## src/rtl/fp_pkg.sv

```systemverilog
// fp_pkg: shared widths, constants and stage records for the FP adder packer.
package fp_pkg;

  localparam int EXP_W   = 8;
  localparam int MAN_W   = 23;
  localparam int INT_W   = 37;
  localparam int GUARD_W = 4;
  // hidden bit + stored mantissa + guard bits
  localparam int SIG_W   = MAN_W + 1 + GUARD_W;
  // internal exponent is wide enough that exp+1+1 never wraps
  localparam int IEXP_W  = 10;

  localparam logic [EXP_W-1:0] EXP_MAX  = 8'hFF;
  localparam logic [MAN_W-1:0] QNAN_MAN = 23'h400000;

  // unpacked adder result as it arrives on NR
  typedef struct packed {
    logic             s;
    logic [EXP_W-1:0] e;
    logic [SIG_W-1:0] m;
  } fp_int_t;

  // stage 1 -> stage 2: normalised significand with guard bits
  typedef struct packed {
    logic              s;
    logic              special;
    logic [IEXP_W-1:0] e;
    logic [SIG_W-1:0]  m;
  } norm_t;

  // stage 2 -> stage 3: rounded 24-bit significand
  typedef struct packed {
    logic              s;
    logic              special;
    logic              nan;
    logic [IEXP_W-1:0] e;
    logic [MAN_W:0]    m;
  } rnd_t;

endpackage

```

## src/rtl/fp_lzc.sv

```systemverilog
// fp_lzc: combinational leading-zero counter over the 28-bit significand.
// An all-zero input reports 28.
module fp_lzc
  import fp_pkg::*;
(
  input  logic [SIG_W-1:0] din,
  output logic [4:0]       lz
);

  // scan from LSB upward so the highest set bit is the last one to win
  always_comb begin
    lz = 5'd28;
    for (int i = 0; i < SIG_W; i++) begin
      lz = din[i] ? 5'(SIG_W - 1 - i) : lz;
    end
  end

endmodule

```

## src/rtl/fp_packer.sv

```systemverilog
// fp_packer: normalise, round-to-nearest-even and pack an IEEE-754 single at
// the tail of the FP adder. Three register stages share one global stall, so
// the output register is always present.
// Build macro FP_PACK_FLAGS_EN adds FLAGS = {overflow, underflow, inexact}.
module fp_packer
  import fp_pkg::*;
(
  input  logic             CLK,
  input  logic             RST_N,
  input  logic             IN_VALID,
  output logic             IN_READY,
  input  logic [INT_W-1:0] NR,
  input  logic             COUT,
  output logic             OUT_VALID,
  input  logic             OUT_READY,
  output logic [31:0]      RESULT
`ifdef FP_PACK_FLAGS_EN
  ,
  output logic [2:0]       FLAGS
`endif
);

  fp_int_t           in_s;
  logic              special_in_s;
  logic              adv_s;
  logic [4:0]        lz_s;
  logic [IEXP_W-1:0] e_eff_s;
  logic [IEXP_W-1:0] shift_s;
  logic              up_s;
  logic [MAN_W+1:0]  sum_s;
  norm_t             norm_s, s1_d, s1_q;
  rnd_t              rnd_s, s2_d, s2_q;
  logic [31:0]       pack_s, result_d, result_q;
  logic              s1_valid_d, s1_valid_q;
  logic              s2_valid_d, s2_valid_q;
  logic              out_valid_d, out_valid_q;

  assign in_s         = fp_int_t'(NR);
  assign special_in_s = (in_s.e == EXP_MAX);
  // the whole pipe moves when the output slot is empty or being drained
  assign adv_s        = ~out_valid_q | OUT_READY;
  assign IN_READY     = adv_s;
  assign OUT_VALID    = out_valid_q;
  assign RESULT       = result_q;

  fp_lzc u_lzc (
    .din (in_s.m),
    .lz  (lz_s)
  );

  // stage 1: absorb the carry-out or left-normalise without going below exp 1
  always_comb begin
    e_eff_s  = (in_s.e == 8'h00) ? 10'd1 : {2'b00, in_s.e};
    shift_s  = ({5'd0, lz_s} < (e_eff_s - 10'd1)) ? {5'd0, lz_s} : (e_eff_s - 10'd1);
    norm_s.s = in_s.s;
    norm_s.special = special_in_s;
    if (special_in_s) begin
      norm_s.e = {2'b00, in_s.e};
      norm_s.m = in_s.m;
    end else if (COUT) begin
      norm_s.e = e_eff_s + 10'd1;
      norm_s.m = {1'b1, in_s.m[27:2], in_s.m[1] | in_s.m[0]};
    end else begin
      norm_s.e = e_eff_s - shift_s;
      norm_s.m = in_s.m << shift_s;
    end
  end

  // stage 2: round to nearest even on G/R/sticky, renormalise on mantissa carry
  always_comb begin
    up_s  = s1_q.m[3] & (s1_q.m[2] | (|s1_q.m[1:0]) | s1_q.m[4]);
    sum_s = {1'b0, s1_q.m[27:4]} + {24'd0, up_s};
    rnd_s.s       = s1_q.s;
    rnd_s.special = s1_q.special;
    rnd_s.nan     = (s1_q.m[26:4] != 23'd0);
    if (sum_s[24]) begin
      rnd_s.e = s1_q.e + 10'd1;
      rnd_s.m = sum_s[24:1];
    end else begin
      rnd_s.e = s1_q.e;
      rnd_s.m = sum_s[23:0];
    end
  end

  // stage 3: choose special / overflow / zero / normal / denormal encoding
  always_comb begin
    if (s2_q.special) begin
      pack_s = {s2_q.s, EXP_MAX, s2_q.nan ? QNAN_MAN : 23'h0};
    end else if (s2_q.e >= 10'd255) begin
      pack_s = {s2_q.s, EXP_MAX, 23'h0};
    end else if (s2_q.m == 24'd0) begin
      pack_s = {s2_q.s, 31'h0};
    end else if (s2_q.m[23]) begin
      pack_s = {s2_q.s, s2_q.e[7:0], s2_q.m[22:0]};
    end else begin
      pack_s = {s2_q.s, 8'h00, s2_q.m[22:0]};
    end
  end

  // next state of the data pipe: everything holds while stalled
  always_comb begin
    s1_valid_d  = s1_valid_q;
    s2_valid_d  = s2_valid_q;
    out_valid_d = out_valid_q;
    s1_d        = s1_q;
    s2_d        = s2_q;
    result_d    = result_q;
    if (adv_s) begin
      s1_valid_d  = IN_VALID;
      s2_valid_d  = s1_valid_q;
      out_valid_d = s2_valid_q;
      s1_d        = norm_s;
      s2_d        = rnd_s;
      result_d    = pack_s;
    end else begin
      s1_valid_d  = s1_valid_q;
      out_valid_d = out_valid_q;
    end
  end

  // data pipe registers; reset drops anything in flight
  always_ff @(posedge CLK or negedge RST_N) begin
    if (!RST_N) begin
      s1_valid_q  <= 1'b0;
      s2_valid_q  <= 1'b0;
      out_valid_q <= 1'b0;
      s1_q        <= '0;
      s2_q        <= '0;
      result_q    <= 32'h0;
    end else begin
      s1_valid_q  <= s1_valid_d;
      s2_valid_q  <= s2_valid_d;
      out_valid_q <= out_valid_d;
      s1_q        <= s1_d;
      s2_q        <= s2_d;
      result_q    <= result_d;
    end
  end

`ifdef FP_PACK_FLAGS_EN
  logic       inexact_s;
  logic       s2_inexact_d, s2_inexact_q;
  logic [2:0] flags_s, flags_d, flags_q;

  assign inexact_s = ~s1_q.special & (|s1_q.m[3:0]);
  assign FLAGS     = flags_q;

  // per-result flags {overflow, underflow, inexact}; nothing accumulates
  always_comb begin
    if (s2_q.special) begin
      flags_s = 3'b000;
    end else if (s2_q.e >= 10'd255) begin
      flags_s = 3'b101;
    end else begin
      flags_s = {1'b0, ~s2_q.m[23] & s2_inexact_q, s2_inexact_q};
    end
  end

  // flag pipe follows the same stall as the data
  always_comb begin
    s2_inexact_d = s2_inexact_q;
    flags_d      = flags_q;
    if (adv_s) begin
      s2_inexact_d = inexact_s;
      flags_d      = flags_s;
    end else begin
      s2_inexact_d = s2_inexact_q;
      flags_d      = flags_q;
    end
  end

  // flag pipe registers
  always_ff @(posedge CLK or negedge RST_N) begin
    if (!RST_N) begin
      s2_inexact_q <= 1'b0;
      flags_q      <= 3'b000;
    end else begin
      s2_inexact_q <= s2_inexact_d;
      flags_q      <= flags_d;
    end
  end
`endif

endmodule

```

## config.mk

```make
export PLATFORM = sky130hd
export DESIGN_NAME = fp_packer
export DESIGN_NICKNAME = d
export VERILOG_FILES = /design/src/rtl/fp_pkg.sv /design/src/rtl/fp_lzc.sv /design/src/rtl/fp_packer.sv
export SDC_FILE = /design/constraint.sdc
export NUM_CORES = 1
export LEC_CHECK = 0
export ABC_AREA = 0
export BUFFER_PORTS_ARGS = -buffer_cell sky130_fd_sc_hd__buf_2
export CAP_MARGIN = 25
export CORE_ASPECT_RATIO = 0.9
export CORE_MARGIN = 4
export CORE_UTILIZATION = 40
export CTS_CLUSTER_SIZE = 14
export DETAILED_ROUTE_END_ITERATION = 8
export PLACE_DENSITY = 0.57
export SETUP_SLACK_MARGIN = 0.3
export SYNTH_ARGS = -nofsm -noshare
export SYNTH_HDL_FRONTEND = slang
export SYNTH_SLANG_ARGS = --single-unit
```

## constraint.sdc

```tcl
create_clock -name CLK -period 7.45 [get_ports CLK]
set_input_delay 0 -clock CLK [delete_from_list [all_inputs] [get_ports CLK]]
set_output_delay 0 -clock CLK [all_outputs]
set_load 0.02 [all_outputs]
```

# Word-level counts from Yosys, hierarchy flattened
# Index checks and enable logic that the tools add are counted.
word_totals:
  reg_bits: 112
  inputBits: 42
  output_inout_bits: 34
  elab_cells: 70
classes:
  n_addsub: 5
  n_lt_le_gt_ge: 2
  eq_ne: 1
  n_shift: 1
  n_mux: 38
  n_bitwise: 6
  reduce_logical: 4
op_table:
  columns: ["operator", "count"]
  rows:
  - ["5-bit 2-to-1 mux", 27]
  - ["31-bit 2-to-1 mux", 4]
  - ["38-bit 2-to-1 mux", 2]
  - ["34-bit 2-to-1 mux", 1]
  - ["28-bit by 10-bit left shift with 28-bit output", 1]
  - ["24-bit by 1-bit adder with 25-bit output", 1]
  - ["24-bit logical NOT", 1]
  - ["23-bit 2-to-1 mux", 1]
  - ["23-bit nonzero test", 1]
  - ["10-bit by 1-bit adder with 10-bit output (second input constant)", 1]
  - ["10-bit by 8-bit >= comparator with 1-bit output (second input constant)", 1]
  - ["5-bit by 10-bit < comparator with 1-bit output", 1]
  - ["10-bit 2-to-1 mux", 1]
  - ["8-bit by 10-bit subtractor with 10-bit output", 1]
  - ["8-bit by 1-bit adder with 9-bit output (second input constant)", 1]
  - ["8-bit by 1-bit subtractor with 9-bit output (second input constant)", 1]
  - ["8-bit equality test (second input constant)", 1]
  - ["8-bit logical NOT", 1]
  - ["8-bit 2-to-1 mux", 1]
  - ["1-bit OR", 4]
  - ["3-bit 2-to-1 mux", 1]
  - ["2-bit OR reduction", 1]
  - ["1-bit AND", 1]
  - ["1-bit NOT", 1]

# Depth between registers and ports, before layout
depth:
  ltp_word: 33
  depth_mapped: 27
  depth_no_buf: 25

# Modules after synthesis
# Synthesis repeated with hierarchy kept, for this count alone.
hier_totals:
  hier_cells: 982
  area_unflattened_um2: 8011.4
by_module_without_submodules:
  columns: ["module", "n_inst", "cells_per_inst", "area_each_um2", "seq_area_each_um2"]
  rows:
  - ["fp_packer", 1, 922, 7674.9, 2802.7]
  - ["fp_lzc", 1, 60, 336.6, 0.0]

# Worst setup path before layout
# Ideal clock, no wire load.
synth_timing:
  path_kind: "input to register"
  start: "input port NR[33]"
  end: "register s1_q[34] in the netlist's numbering"
  setup_time_ns: 0.135
  arrival_time_ns: 4.414
  required_ns: 7.315
  path_slack_ns: 2.901
  path_stages: 24
  n_path_buf: 3
  path_cell_list: "clkbuf_1 > nor3_1 > a21oi_1 > ha_1 > or4b_4 > nand2_1 > inv_1 > ha_1 > a211oi_1 > and3_1 > a21bo_1 > buf_6 > mux2i_4 > inv_4 > buf_6 > ha_1 > nor2b_1 > o21ai_0 > nand2b_1 > a211o_1 > o21ai_0 > nand3_1 > o21ai_0 > o21ai_0"
synth_via:
  elab_chain_cells: 8
  elab_cells_between_ends: 10
  cone_classes: "3 x add/sub; 1 x order compare; 1 x eq/ne; 4 x mux; 1 x reduce/logical"
synth_rtl:
  columns: ["element", "line_no", "rtl"]
  rows:
  - ["from (decl)", "fp_packer.sv:12", "input logic [INT_W-1:0] NR,"]
  - ["8-bit logical NOT", "fp_packer.sv:53", "e_eff_s = (in_s.e == 8'h00) ? 10'd1 : {2'b00, in_s.e};"]
  - ["8-bit 2-to-1 mux", "fp_packer.sv:53", null]
  - ["8-bit by 1-bit subtractor with 9-bit output", "fp_packer.sv:54", "shift_s = ({5'd0, lz_s} < (e_eff_s - 10'd1)) ? {5'd0, lz_s} : (e_eff_s - 10'd1);"]
  - ["5-bit by 10-bit < comparator with 1-bit output", "fp_packer.sv:54", null]
  - ["10-bit 2-to-1 mux", "fp_packer.sv:54", null]
  - ["8-bit by 10-bit subtractor with 10-bit output", "fp_packer.sv:64", "norm_s.e = e_eff_s - shift_s;"]
  - ["38-bit 2-to-1 mux", "fp_packer.sv:60", "end else if (COUT) begin"]
  - ["38-bit 2-to-1 mux *", "fp_packer.sv:57", "if (special_in_s) begin"]
  - ["to (signal assigned)", "fp_packer.sv:127", "s1_q <= '0;"]
  - ["to (signal assigned)", "fp_packer.sv:134", "s1_q <= s1_d;"]
  - ["to (decl)", "fp_packer.sv:31", "norm_t norm_s, s1_d, s1_q;"]
# Every way passes the cells marked *; elsewhere a longest branch is shown, timed or not.
# A chain may end at the register's enable or synchronous reset.

# Worst setup path in the final report
layout_timing:
  start: "input port NR[34]"
  end: "register s1_q[34] in the netlist's numbering"
# Same word-level chain as after synthesis.

==> impl_metrics.csv <==
group,metric,value,unit
sta,whs,38.3,ps
grt,grt_pass1_wl,37300,um
sta,hold_viol_final,0,
layout,fin_util,44.8,%
yosys,synthMuxAreaShare,10.1,%
route,drtAntennaViolNets,0,
grt,grt_max_degree,84,
sta,timing.fmax,179,MHz
critical_path,worstPathArrival,5810,ps
layout,drive_above_1_share,13.7,%
sta,tightest_slew,1130,ps
critical_path,crit_required,7670,ps
clock_tree,ctsHtreeMaxLevel,3,
yosys,ys_ff_latch,112,
placed_design,dpl.hpwl,17100,um
power,p_total,2.36,mW
floorplan,start_util,40.6,%
sta,final.min_clock_period,5590,ps
clock_tree,cts_setup_buffers,0,
route,num_vias,7016,
clock_tree,post_cts_resized,0,
yosys,yosys_warnings,0,
placed_design,dp_slack,1980,ps
sta,setup_viol,0,
layout,area_growth,10.3,%
floorplan,io_pins,76,
clock_tree,cts_hold_buf,4,
clock_tree,clockBufferDepth,2,
placed_design,dpl.cell_count,1166,
yosys,ys_dominant_reg_cell,"dfrtp_1",
layout,fin_area,0.00855,mm2
yosys,netlist_instances,906,
grt,grt_pass1_vias,6562,
power,peakVddDrop,0.000130,V
yosys,synthAdderAreaFrac,2.20,%
yosys,synth-xor-area-share,4.07,%
layout,final_nets,987,
critical_path,critPathKind,"input pin to flop",
placed_design,io_buffers,75,
layout,fillerInstances,1931,
placed_design,placed_area,0.00819,mm2
yosys,synth_top_family_by_area,"compound AO/OA/AOI/OAI gates",
power,power.density,276,mW/mm2
yosys,syn-cell-area,0.00775,mm2
clock_tree,cts-root-buf,"clkbuf_16",
yosys,synth_cell_type_count,75,
route,drc,0,
power,leakage,3.67,nW
grt,grt-ovfl-total,0,
flow_run,cap_violations,0,
yosys,synth_simple_gate_area_share,19.2,%
sta,finalWorstSetupSlack,1860,ps
grt,antenna_found_initial,0,
layout,diodes,0,
clock_tree,cts_tree,"done",
route,dr.pass1.iters,7,
clock_tree,numCtsBuffers,9,
worst_hold_path,worstHoldPathType,"input pin to flop",
route,routed_via_density,5.91,
sta,fin_crit_sh,75.0,%
floorplan,die_w,155,um
clock_tree,cts_sinks,112,
yosys,syn_nets,961,
critical_path,cp-start-kind,"input pin",
floorplan,die_h,140,um
floorplan,die-area,0.0217,mm2
yosys,synth_compound_area_share,22.8,%
sta,rsz0062_at_grt,"no",
route,detail_route.wl_per_cell,19.5,um
sta,timing.slew.headroom,22.7,%
critical_path,endpoint_kind,"flop",
clock_tree,path_clk_slew,80,ps
route,first_iter_violations,649,
floorplan,coreArea,0.0191,mm2
yosys,synth_seq_area_share,36.2,%
sta,clock_skew,14.4,ps
route,wl,23200,um
yosys,synth_edf_count,0,
clock_tree,clk_latency,360,ps
sta,final-max-slew-violation-count,0,
placed_design,gp_congestion,0.917,
grt,grt_usage,21.3,%
sta,fin_tns_setup,0,ps
layout,fin_cells,1187,
floorplan,row_count,48,
outcome,outcome,"complete, no violations",
critical_path,crit_fanout,18,
yosys,avgSynthCellArea,8.55,um2
yosys,synth_async_sr_flop_share,100,%
==> synthesized netlist by cell type (6+ instances only) <==
cell type  instances  share of area, %
nand2b_1           6              0.48
mux2i_1           56               7.2
or3_1             10              0.81
mux2_2             7               1.0
a22o_1            25               2.8
nor2_1            77               3.7
nor4_1            25               2.0
clkbuf_1          53               2.6
buf_2              9              0.58
xnor2_1           17               1.9
inv_1             21               1.0
o21ai_0           63               4.1
a22oi_1           19               1.8
a211oi_1           8              0.77
a221oi_1          14               1.6
nand4_1            9              0.73
nand2_1          112               5.4
nor3_1            15              0.97
xor2_1            19               2.1
ha_1              12               1.9
nand3_1           27               1.7
o31ai_1           11               1.1
a31oi_1           13               1.0
a21oi_1           53               3.4
dfrtp_1          112                36
and3_1            14               1.1
==> state kept, by name, indices dropped and copies added, names as in the netlist <==
register and flops:
s2_valid_q 1, s2_q 37, rnd_s 2, RESULT 32
s1_q 38, s1_valid_q 1, OUT_VALID 1
==> power breakdown <==
| part | switching, mW | total [mW] | internal, mW |
|---|---|---|---|
| clock network | 0.245 | 0.482 | 0.237 |
| logic | 0.516 | 0.842 | 0.326 |
| registers | 0.202 | 1.03 | 0.830 |
==> kinds of logic (layout without fill, tap and decap cells) <==
group	after synthesis	after routing
and+or+nand+nor	317	317
muxes	70	70
buffers and inverters	95	126
xor gates and xnor gates	36	36
DFF	112	112
adders and majority gates	13	13
AOI/OAI and AO/OA	263	263
==> worst max-delay path: stages <==
cell and delay, ps:
dlygate4sd3_1 520, buf_2 180, nor3_1 70, a21oi_1 440, ha_1 310, or4b_4 500
nand2_1 90, inv_1 50, ha_1 300, o21a_1 120, o2bb2ai_1 200, a211oi_2 70
a21bo_1 560, mux2i_4 640, inv_4 240, ha_1 380, nor2b_1 140, o21ai_0 140
nand2b_1 110, a211o_1 320, o21ai_0 200, nand3_1 100, o21ai_0 70, o21ai_0 80
==> worst paths after layout <==
check	start	end	slack (ps)	cells past startpoint
worst max-delay path	NR[34]	s1_q[34]	1860	24
worst min-delay path	NR[10]	s1_q[10]	40	3
worst max register to register	s1_q[4]	s2_q[33]	4410	12
worst min register to register	s2_valid_q	OUT_VALID	460	1
max in group asynchronous	RST_N	s1_q[24]	6020	3
min in group asynchronous	RST_N	RESULT[26]	240	2
==> area by class of cell <==
type,instances,area [um2],area share (%)
multi-input combinational,699,4550,53.2
sequential,112,2800,32.8
timing repair buffer,87,490,5.74
tap,250,313,3.66
clock buffer,9,225,2.63
inverter,23,93.8,1.10
clock inverter,7,75.1,0.878
==> cells in the final DEF, fill, tap and decap left out, types with 10 or more instances in the layout <==
| cell type | n |
|---|---|
| nor3_1 | 15 |
| or3_1 | 10 |
| inv_1 | 20 |
| a22o_1 | 25 |
| a21oi_1 | 52 |
| o21ai_0 | 63 |
| dfrtp_1 | 112 |
| buf_2 | 74 |
| a22oi_1 | 19 |
| xor2_1 | 19 |
| nand3_1 | 27 |
| o31ai_1 | 11 |
| mux2i_1 | 56 |
| and3_1 | 14 |
| nor4_1 | 24 |
| xnor2_1 | 17 |
| a221oi_1 | 14 |
| ha_1 | 12 |
| nor2_1 | 77 |
| nand2_1 | 112 |
| a31oi_1 | 13 |
==> layer usage <==
metal / wire length, um / GRT usage, % / share of wire (%)
met2: 9750 / 30.5 / 42
met5: 0 / 0 / 0
met3: 1670 / 3.61 / 7.2
met4: 665 / 7.57 / 2.9
met1: 11100 / 32.1 / 48
Power figures use the tool's default switching activity.
